--- src/rtl/sdram_arbiter_if.sv ---
// rtl/sdram_arbiter_if.sv - SDRAM controller command/status bus between arbiter (master) and controller (slave)
interface sdram_arbiter_if;
    logic        sdrc_init_done;
    logic        sdrc_busy_n;
    logic        sdrc_rd_valid;
    logic        sdrc_wrd_ack;
    logic [31:0] sdrc_rd_data;
    logic        sdrc_rd_n;
    logic        sdrc_wr_n;
    logic [20:0] sdrc_addr;
    logic [6:0]  sdrc_data_len;
    logic [3:0]  sdrc_dqm;
    logic [31:0] sdrc_wr_data;
    logic        sdrc_selfrefresh;
    logic        sdrc_power_down;

    modport master (
        input  sdrc_init_done, sdrc_busy_n, sdrc_rd_valid, sdrc_wrd_ack, sdrc_rd_data,
        output sdrc_rd_n, sdrc_wr_n, sdrc_addr, sdrc_data_len, sdrc_dqm, sdrc_wr_data,
               sdrc_selfrefresh, sdrc_power_down
    );

    modport slave (
        output sdrc_init_done, sdrc_busy_n, sdrc_rd_valid, sdrc_wrd_ack, sdrc_rd_data,
        input  sdrc_rd_n, sdrc_wr_n, sdrc_addr, sdrc_data_len, sdrc_dqm, sdrc_wr_data,
               sdrc_selfrefresh, sdrc_power_down
    );
endinterface

--- src/rtl/sdram_arbiter.sv ---
// rtl/sdram_arbiter.sv - two-port SDRAM burst arbiter/sequencer; optional watchdog under SDRAM_ARB_TIMEOUT_EN
module sdram_arbiter #(
    parameter int unsigned MAX_P0_BURSTS  = 4,
    parameter int unsigned TIMEOUT_CYCLES = 1024
) (
    input  logic            clock,
    input  logic            reset_n,
    input  logic            p0_req,
    input  logic [20:0]     p0_addr,
    input  logic [6:0]      p0_len,
    output logic            p0_ack,
    output logic [31:0]     p0_rd_data,
    output logic            p0_rd_valid,
    output logic            p0_done,
    input  logic            p1_req,
    input  logic            p1_we,
    input  logic [20:0]     p1_addr,
    input  logic [6:0]      p1_len,
    input  logic [3:0]      p1_dqm,
    output logic            p1_ack,
    input  logic [31:0]     p1_wr_data,
    output logic            p1_wr_ready,
    output logic [31:0]     p1_rd_data,
    output logic            p1_rd_valid,
    output logic            p1_done,
    sdram_arbiter_if.master sdrc,
    output logic            timeout_err
);

    localparam int unsigned SW = $clog2(MAX_P0_BURSTS + 1);
    localparam logic [SW-1:0] STARVE_MAX = SW'(MAX_P0_BURSTS);

    typedef enum logic [2:0] {
        ST_INIT,
        ST_IDLE,
        ST_ISSUE,
        ST_XFER,
        ST_DONE
    } state_t;

    state_t        state;
    logic          owner;      // 0 = video port, 1 = processor port
    logic          we_q;
    logic [7:0]    beat_cnt;   // 8 bits so a 128-word burst does not wrap
    logic [SW-1:0] starve;

    logic p1_wins;
    logic rd_beat;
    logic wr_beat;

    // Port 1 takes the bus when port 0 is idle or has hogged it long enough
    assign p1_wins = p1_req && (!p0_req || (starve == STARVE_MAX));

    // Only beats seen in XFER for the active direction count or get forwarded
    assign rd_beat = (state == ST_XFER) && !we_q && sdrc.sdrc_rd_valid && (beat_cnt != 8'd0);
    assign wr_beat = (state == ST_XFER) &&  we_q && sdrc.sdrc_wrd_ack  && (beat_cnt != 8'd0);

    // Write data flows straight through; the strobe tells port 1 to advance
    assign sdrc.sdrc_wr_data     = p1_wr_data;
    assign p1_wr_ready           = sdrc.sdrc_wrd_ack && (state == ST_XFER) && owner && we_q;
    assign sdrc.sdrc_selfrefresh = 1'b0;
    assign sdrc.sdrc_power_down  = 1'b0;

`ifdef SDRAM_ARB_TIMEOUT_EN
    localparam int unsigned WW = $clog2(TIMEOUT_CYCLES + 1);
    localparam logic [WW-1:0] WD_LAST = WW'(TIMEOUT_CYCLES - 1);
    logic [WW-1:0] wd_cnt;
`else
    assign timeout_err = 1'b0;
`endif

    // Arbitration, command sequencing, beat counting and read-data routing
    always_ff @(posedge clock) begin
        if (!reset_n) begin
            state              <= ST_INIT;
            owner              <= 1'b0;
            we_q               <= 1'b0;
            beat_cnt           <= 8'd0;
            starve             <= '0;
            p0_ack             <= 1'b0;
            p1_ack             <= 1'b0;
            p0_done            <= 1'b0;
            p1_done            <= 1'b0;
            p0_rd_valid        <= 1'b0;
            p1_rd_valid        <= 1'b0;
            p0_rd_data         <= 32'd0;
            p1_rd_data         <= 32'd0;
            sdrc.sdrc_rd_n     <= 1'b1;
            sdrc.sdrc_wr_n     <= 1'b1;
            sdrc.sdrc_addr     <= 21'd0;
            sdrc.sdrc_data_len <= 7'd0;
            sdrc.sdrc_dqm      <= 4'd0;
`ifdef SDRAM_ARB_TIMEOUT_EN
            wd_cnt             <= '0;
            timeout_err        <= 1'b0;
`endif
        end else begin
            p0_ack         <= 1'b0;
            p1_ack         <= 1'b0;
            p0_done        <= 1'b0;
            p1_done        <= 1'b0;
            sdrc.sdrc_rd_n <= 1'b1;
            sdrc.sdrc_wr_n <= 1'b1;
            p0_rd_valid    <= rd_beat && !owner;
            p1_rd_valid    <= rd_beat &&  owner;
            if (rd_beat && !owner) begin
                p0_rd_data <= sdrc.sdrc_rd_data;
            end
            if (rd_beat && owner) begin
                p1_rd_data <= sdrc.sdrc_rd_data;
            end
            if (!p1_req) begin
                starve <= '0;
            end

            case (state)
                ST_INIT: begin
                    if (sdrc.sdrc_init_done) begin
                        state <= ST_IDLE;
                    end
                end
                ST_IDLE: begin
                    if (sdrc.sdrc_busy_n && (p0_req || p1_req)) begin
                        state <= ST_ISSUE;
                        owner <= p1_wins;
                        if (p1_wins) begin
                            we_q               <= p1_we;
                            sdrc.sdrc_addr     <= p1_addr;
                            sdrc.sdrc_data_len <= p1_len;
                            sdrc.sdrc_dqm      <= p1_dqm;
                            p1_ack             <= 1'b1;
                            starve             <= '0;
                            if (p1_we) begin
                                sdrc.sdrc_wr_n <= 1'b0;
                            end else begin
                                sdrc.sdrc_rd_n <= 1'b0;
                            end
                        end else begin
                            we_q               <= 1'b0;
                            sdrc.sdrc_addr     <= p0_addr;
                            sdrc.sdrc_data_len <= p0_len;
                            sdrc.sdrc_dqm      <= 4'd0;
                            p0_ack             <= 1'b1;
                            sdrc.sdrc_rd_n     <= 1'b0;
                            if (p1_req && (starve != STARVE_MAX)) begin
                                starve <= starve + 1'b1;
                            end
                        end
                    end
                end
                ST_ISSUE: begin
                    beat_cnt <= {1'b0, sdrc.sdrc_data_len} + 8'd1;
                    state    <= ST_XFER;
`ifdef SDRAM_ARB_TIMEOUT_EN
                    wd_cnt   <= '0;
`endif
                end
                ST_XFER: begin
                    if (rd_beat || wr_beat) begin
                        beat_cnt <= beat_cnt - 8'd1;
                    end
                    if (beat_cnt == 8'd0) begin
                        state   <= ST_DONE;
                        p0_done <= !owner;
                        p1_done <= owner;
                    end
`ifdef SDRAM_ARB_TIMEOUT_EN
                    else if (rd_beat || wr_beat) begin
                        wd_cnt <= '0;
                    end else if (wd_cnt == WD_LAST) begin
                        state       <= ST_DONE;
                        p0_done     <= !owner;
                        p1_done     <= owner;
                        timeout_err <= 1'b1;
                    end else begin
                        wd_cnt <= wd_cnt + 1'b1;
                    end
`endif
                end
                ST_DONE: begin
                    state <= ST_IDLE;
                end
                default: begin
                    state <= ST_INIT;
                end
            endcase
        end
    end

endmodule

--- src/flat_wrapper.sv ---
// flat-port wrapper written by rule: the top's interface ports become plain ports
module sdram_arbiter_flat 
#(
    parameter int unsigned MAX_P0_BURSTS  = 4,
    parameter int unsigned TIMEOUT_CYCLES = 1024
)
  (clock, reset_n, p0_req, p0_addr, p0_len, p0_ack, p0_rd_data, p0_rd_valid, p0_done, p1_req, p1_we, p1_addr, p1_len, p1_dqm, p1_ack, p1_wr_data, p1_wr_ready, p1_rd_data, p1_rd_valid, p1_done, timeout_err, sdrc_sdrc_init_done, sdrc_sdrc_busy_n, sdrc_sdrc_rd_valid, sdrc_sdrc_wrd_ack, sdrc_sdrc_rd_data, sdrc_sdrc_rd_n, sdrc_sdrc_wr_n, sdrc_sdrc_addr, sdrc_sdrc_data_len, sdrc_sdrc_dqm, sdrc_sdrc_wr_data, sdrc_sdrc_selfrefresh, sdrc_sdrc_power_down);
  sdram_arbiter_if sdrc_i ();
  input  logic clock;
  input  logic reset_n;
  input  logic p0_req;
  input  logic [20:0] p0_addr;
  input  logic [6:0] p0_len;
  output logic p0_ack;
  output logic [31:0] p0_rd_data;
  output logic p0_rd_valid;
  output logic p0_done;
  input  logic p1_req;
  input  logic p1_we;
  input  logic [20:0] p1_addr;
  input  logic [6:0] p1_len;
  input  logic [3:0] p1_dqm;
  output logic p1_ack;
  input  logic [31:0] p1_wr_data;
  output logic p1_wr_ready;
  output logic [31:0] p1_rd_data;
  output logic p1_rd_valid;
  output logic p1_done;
  output logic timeout_err;
  input wire logic [$bits(sdrc_i.sdrc_init_done)-1:0] sdrc_sdrc_init_done;
  input wire logic [$bits(sdrc_i.sdrc_busy_n)-1:0] sdrc_sdrc_busy_n;
  input wire logic [$bits(sdrc_i.sdrc_rd_valid)-1:0] sdrc_sdrc_rd_valid;
  input wire logic [$bits(sdrc_i.sdrc_wrd_ack)-1:0] sdrc_sdrc_wrd_ack;
  input wire logic [$bits(sdrc_i.sdrc_rd_data)-1:0] sdrc_sdrc_rd_data;
  output wire logic [$bits(sdrc_i.sdrc_rd_n)-1:0] sdrc_sdrc_rd_n;
  output wire logic [$bits(sdrc_i.sdrc_wr_n)-1:0] sdrc_sdrc_wr_n;
  output wire logic [$bits(sdrc_i.sdrc_addr)-1:0] sdrc_sdrc_addr;
  output wire logic [$bits(sdrc_i.sdrc_data_len)-1:0] sdrc_sdrc_data_len;
  output wire logic [$bits(sdrc_i.sdrc_dqm)-1:0] sdrc_sdrc_dqm;
  output wire logic [$bits(sdrc_i.sdrc_wr_data)-1:0] sdrc_sdrc_wr_data;
  output wire logic [$bits(sdrc_i.sdrc_selfrefresh)-1:0] sdrc_sdrc_selfrefresh;
  output wire logic [$bits(sdrc_i.sdrc_power_down)-1:0] sdrc_sdrc_power_down;
  assign sdrc_i.sdrc_init_done = sdrc_sdrc_init_done;
  assign sdrc_i.sdrc_busy_n = sdrc_sdrc_busy_n;
  assign sdrc_i.sdrc_rd_valid = sdrc_sdrc_rd_valid;
  assign sdrc_i.sdrc_wrd_ack = sdrc_sdrc_wrd_ack;
  assign sdrc_i.sdrc_rd_data = sdrc_sdrc_rd_data;
  assign sdrc_sdrc_rd_n = sdrc_i.sdrc_rd_n;
  assign sdrc_sdrc_wr_n = sdrc_i.sdrc_wr_n;
  assign sdrc_sdrc_addr = sdrc_i.sdrc_addr;
  assign sdrc_sdrc_data_len = sdrc_i.sdrc_data_len;
  assign sdrc_sdrc_dqm = sdrc_i.sdrc_dqm;
  assign sdrc_sdrc_wr_data = sdrc_i.sdrc_wr_data;
  assign sdrc_sdrc_selfrefresh = sdrc_i.sdrc_selfrefresh;
  assign sdrc_sdrc_power_down = sdrc_i.sdrc_power_down;
  sdram_arbiter #(.MAX_P0_BURSTS(MAX_P0_BURSTS), .TIMEOUT_CYCLES(TIMEOUT_CYCLES)) u_core (.clock(clock), .reset_n(reset_n), .p0_req(p0_req), .p0_addr(p0_addr), .p0_len(p0_len), .p0_ack(p0_ack), .p0_rd_data(p0_rd_data), .p0_rd_valid(p0_rd_valid), .p0_done(p0_done), .p1_req(p1_req), .p1_we(p1_we), .p1_addr(p1_addr), .p1_len(p1_len), .p1_dqm(p1_dqm), .p1_ack(p1_ack), .p1_wr_data(p1_wr_data), .p1_wr_ready(p1_wr_ready), .p1_rd_data(p1_rd_data), .p1_rd_valid(p1_rd_valid), .p1_done(p1_done), .sdrc(sdrc_i), .timeout_err(timeout_err));
endmodule
--- config.mk ---
export PLATFORM = sky130hd
export DESIGN_NAME = sdram_arbiter_flat
export DESIGN_NICKNAME = d
export VERILOG_FILES = /design/src/rtl/sdram_arbiter_if.sv /design/src/rtl/sdram_arbiter.sv /design/src/flat_wrapper.sv
export SDC_FILE = /design/constraint.sdc
export NUM_CORES = 1
export LEC_CHECK = 0
export BUFFER_PORTS_ARGS = -buffer_cell sky130_fd_sc_hd__buf_2
export CAP_MARGIN = 20
export CELL_PAD_IN_SITES_DETAIL_PLACEMENT = 1
export CELL_PAD_IN_SITES_GLOBAL_PLACEMENT = 2
export CORE_MARGIN = 4
export CORE_UTILIZATION = 22
export DETAILED_ROUTE_END_ITERATION = 12
export GPL_TIMING_DRIVEN = 0
export PLACE_DENSITY = 0.81
export SLEW_MARGIN = 20
export SYNTH_ARGS = -nofsm -noshare
export SYNTH_HDL_FRONTEND = slang
export SYNTH_SLANG_ARGS = --single-unit
--- constraint.sdc ---
create_clock -name clock -period 1.8 [get_ports clock]
set_input_delay 0.18 -clock clock [delete_from_list [all_inputs] [get_ports clock]]
set_output_delay 0.18 -clock clock [all_outputs]
set_load 0.05 [all_outputs]
==> impl_results.md <==
- Status: finished, final reports clean
- Detailed-route wire length: 18700 um
- Area Overhead vs Synth: 50.4%
- Root buf cell: clkbuf_16
- DRT Pass-1 Iters: 4
- Cell area after synthesis: 0.00519 mm^2
- Drt wl/cell: 15.9 um
- Critical path's slowest cell: dfxtp_1
- Initial antenna violation count: 2
- Max Root-Sink Buffers: 2
- Num rows: 55
- Final TNS setup: 0 ps
- Setup Viol. Count Final: 0
- Via Count: 5022
- Crit Path Class: register to register
- CP Buf/Inv Count: 1
- Top cells by area, synth: dfxtp_1, mux2i_1, nor2_1
- GRT Residual Overflow: 0
- Max Cap Viol: 0
- I/O Buffers: 237
- Register area share after synthesis: 46.3%
- Core Region: 0.0229 mm^2
- CTS tree: yes
- Drc violations: 0
- Final Hold Violating Endpoints: 0
- Commonest cells in the netlist: dfxtp_1, nor2_1, nand2_1
- Final nets: 987
- Max Slew Vio Count: 0
- Starting Density: 22.7%
- Synthesis Warnings: 0
- Ports: 273
- Leak: 3.51 nW
- Crit path DAT: 2000 ps
- Final Cycle Share: 94.3%
- Area leader, netlist: dfxtp_1
- Total GRT Usage: 13.9%
- Cells after Synth: 571
- Minimum clock period: 1700 ps
- F_max: 0.589 GHz
- CTS clk-pin slew, worst paths: 60 ps
- Hpwl dp: 14200 um
- Ys async rst share: 0%
- Req. time, crit path: 2100 ps
- DIE HEIGHT: 162 um
- Type of origin of the critical path: register
- Vias in the first global route: 5049
- Routed Antenna Nets: 0
- Main synth FF type: dfxtp_1
- Pwr Total: 0.00757 W
- Num CTS Buffers: 17
- Hold Crit Class: input pin to register
- Top delay family on crit path: compound AO/OA/AOI/OAI gates
- CTS sink count: 120
- Power Dens Cells: 969 mW/mm^2
- Via-per-instance ratio: 4.27
- CTS H-Tree Depth: 4
- CP Max Fanout: 10
- Most common cell in the netlist: dfxtp_1
- Reg2reg setup slack: 100 ps
- Share of layout cells above drive strength 1: 43.2%
- Die Area: 0.0261 mm^2
- Crit. End Element: register
- Max rail drop VDD: 0.566 mV
- Final Instance Area: 0.00781 mm^2
- Number of synthesized flops with an enable pin: 0
- GP Congestion: 0.761
- Die X: 162 um
- Clock latency on the worst-skew pair: 410 ps
- Worst-case clock skew: 8.43 ps
- Number of DRC markers in iteration 0: 158
- Peak per-stage delay on the critical path: 330 ps
- Relative slew slack: 60.0%
- Synth cell types: 50
- Worst Max-Slew Pin Slew: 600 ps
- Synth top area share: 46.3%
- Worst path cell trace: nand2b_2 -> a32o_2 -> a21oi_1 -> buf_4 -> o21ai_0 -> a31o_1
- Syn_area_per_cell: 9.09 um^2
- DP Area: 0.00680 mm^2
- Seq cells post-synth: 120
- Global-route wire length before repair: 28400 um
- Largest net degree at the start of global routing: 17
==> report_power, final <==
group / leakage, nW / switching, W / internal [W] / total (W)
Combinational: 2.22 / 0.000670 / 0.000351 / 0.00102
Sequential: 0.973 / 0.0000449 / 0.00271 / 0.00276
Clock: 0.312 / 0.00128 / 0.00250 / 0.00379
Total: 3.51 / 0.00200 / 0.00557 / 0.00757
==> cell type report <==
type | count | area [um^2]
diodes | 2 | 5.00
plain buffers | 70 | 546
clock buffers | 21 | 450
clock inverters | 11 | 194
fillers | 2737 | 15100
inverters | 8 | 30.0
multi-input cells | 372 | 2370
flip-flops and latches | 120 | 2410
well taps | 313 | 392
repair buffers | 260 | 1410
==> what timing repair did <==
item | in CTS | in global routing
endpoints found under the hold margin | 5 | 0
gates cloned | 1 | 0
gates resized for setup | 42 | 16
buffers inserted | 7 | 10
pin swaps | 3 | 4
endpoints found under the setup margin | 111 | 82
hold buffers | 5 | 0
==> logic make-up (layout without fill, tap and decap cells) <==
logic type / count (synthesis) / count (layout) / synth area share (%)
flops: 120 / 120 / 46.3
mux: 66 / 66 / 12.7
buf+inv: 81 / 370 / 9.62
other cells: 1 / 5 / 0.0722
xor+xnor: 5 / 5 / 0.844
fa+ha+maj: 5 / 5 / 1.21
compound gates: 67 / 67 / 9.83
simple gates: 226 / 226 / 19.4
==> worst reg2reg max path, stage by stage (launching register included) <==
cell and delay [ps]:
dfxtp_1 330, nand2b_2 240, a32o_2 270, a21oi_1 210, buf_4 220, o21ai_0 110
a31o_1 220
==> per-layer routing <==
layer / track usage, % / vias up / part of all wire (%)
li1: - / 2485 / -
met1: 16.8 / 2375 / 42
met2: 24.1 / 138 / 52
met3: 3.34 / 22 / 4.7
met4: 5.07 / 2 / 1.6
met5: 0 / - / 0.064
==> flip-flops by register name, summed over array words and instances, names as in the netlist, 3 cells and up <==
name / cells
u_core.beat_cnt: 8
u_core.sdrc.sdrc_addr: 21
u_core.starve: 3
u_core.state: 3
u_core.p0_rd_data: 32
u_core.p1_rd_data: 32
u_core.sdrc.sdrc_data_len: 7
u_core.sdrc.sdrc_dqm: 4
==> metrics by stage <==
stage / utilization [%] / worst slack [ps] / hold WS (ps) / cells
after floorplan: - / -73.6 / 269 / 573
after global placement: 29.7 / -367 / 406 / 1123
after detailed placement: 29.7 / -374 / 412 / 1123
after CTS: 33.5 / 23.9 / 0.171 / 1165
after global routing: 34.1 / -8.73 / 20.8 / 1176
final: 34.1 / 102 / 15.2 / 1177
==> placed cells by master, fill, tap and decap left out, types with 6 or more instances in the layout <==
| master | n |
|---|---|
| a21oi_1 | 10 |
| a311oi_1 | 28 |
| buf_12 | 6 |
| buf_2 | 238 |
| buf_4 | 51 |
| clkbuf_1 | 16 |
| clkbuf_16 | 17 |
| dfxtp_1 | 114 |
| mux2i_1 | 64 |
| nand2_1 | 73 |
| nand3_1 | 10 |
| nor2_1 | 107 |
| nor3_1 | 6 |
| o21ai_0 | 8 |
==> final timing paths <==
kind	startpoint	to	cells past startpoint
setup / recovery	u_core.we_q	u_core.beat_cnt[2]	6
hold / removal	p1_dqm[1]	u_core.sdrc.sdrc_dqm[1]	3
setup reg to reg	u_core.we_q	u_core.beat_cnt[2]	6
hold reg to reg	u_core.starve[1]	u_core.starve[1]	2
No activity file was read; power rests on OpenSTA's default activity.
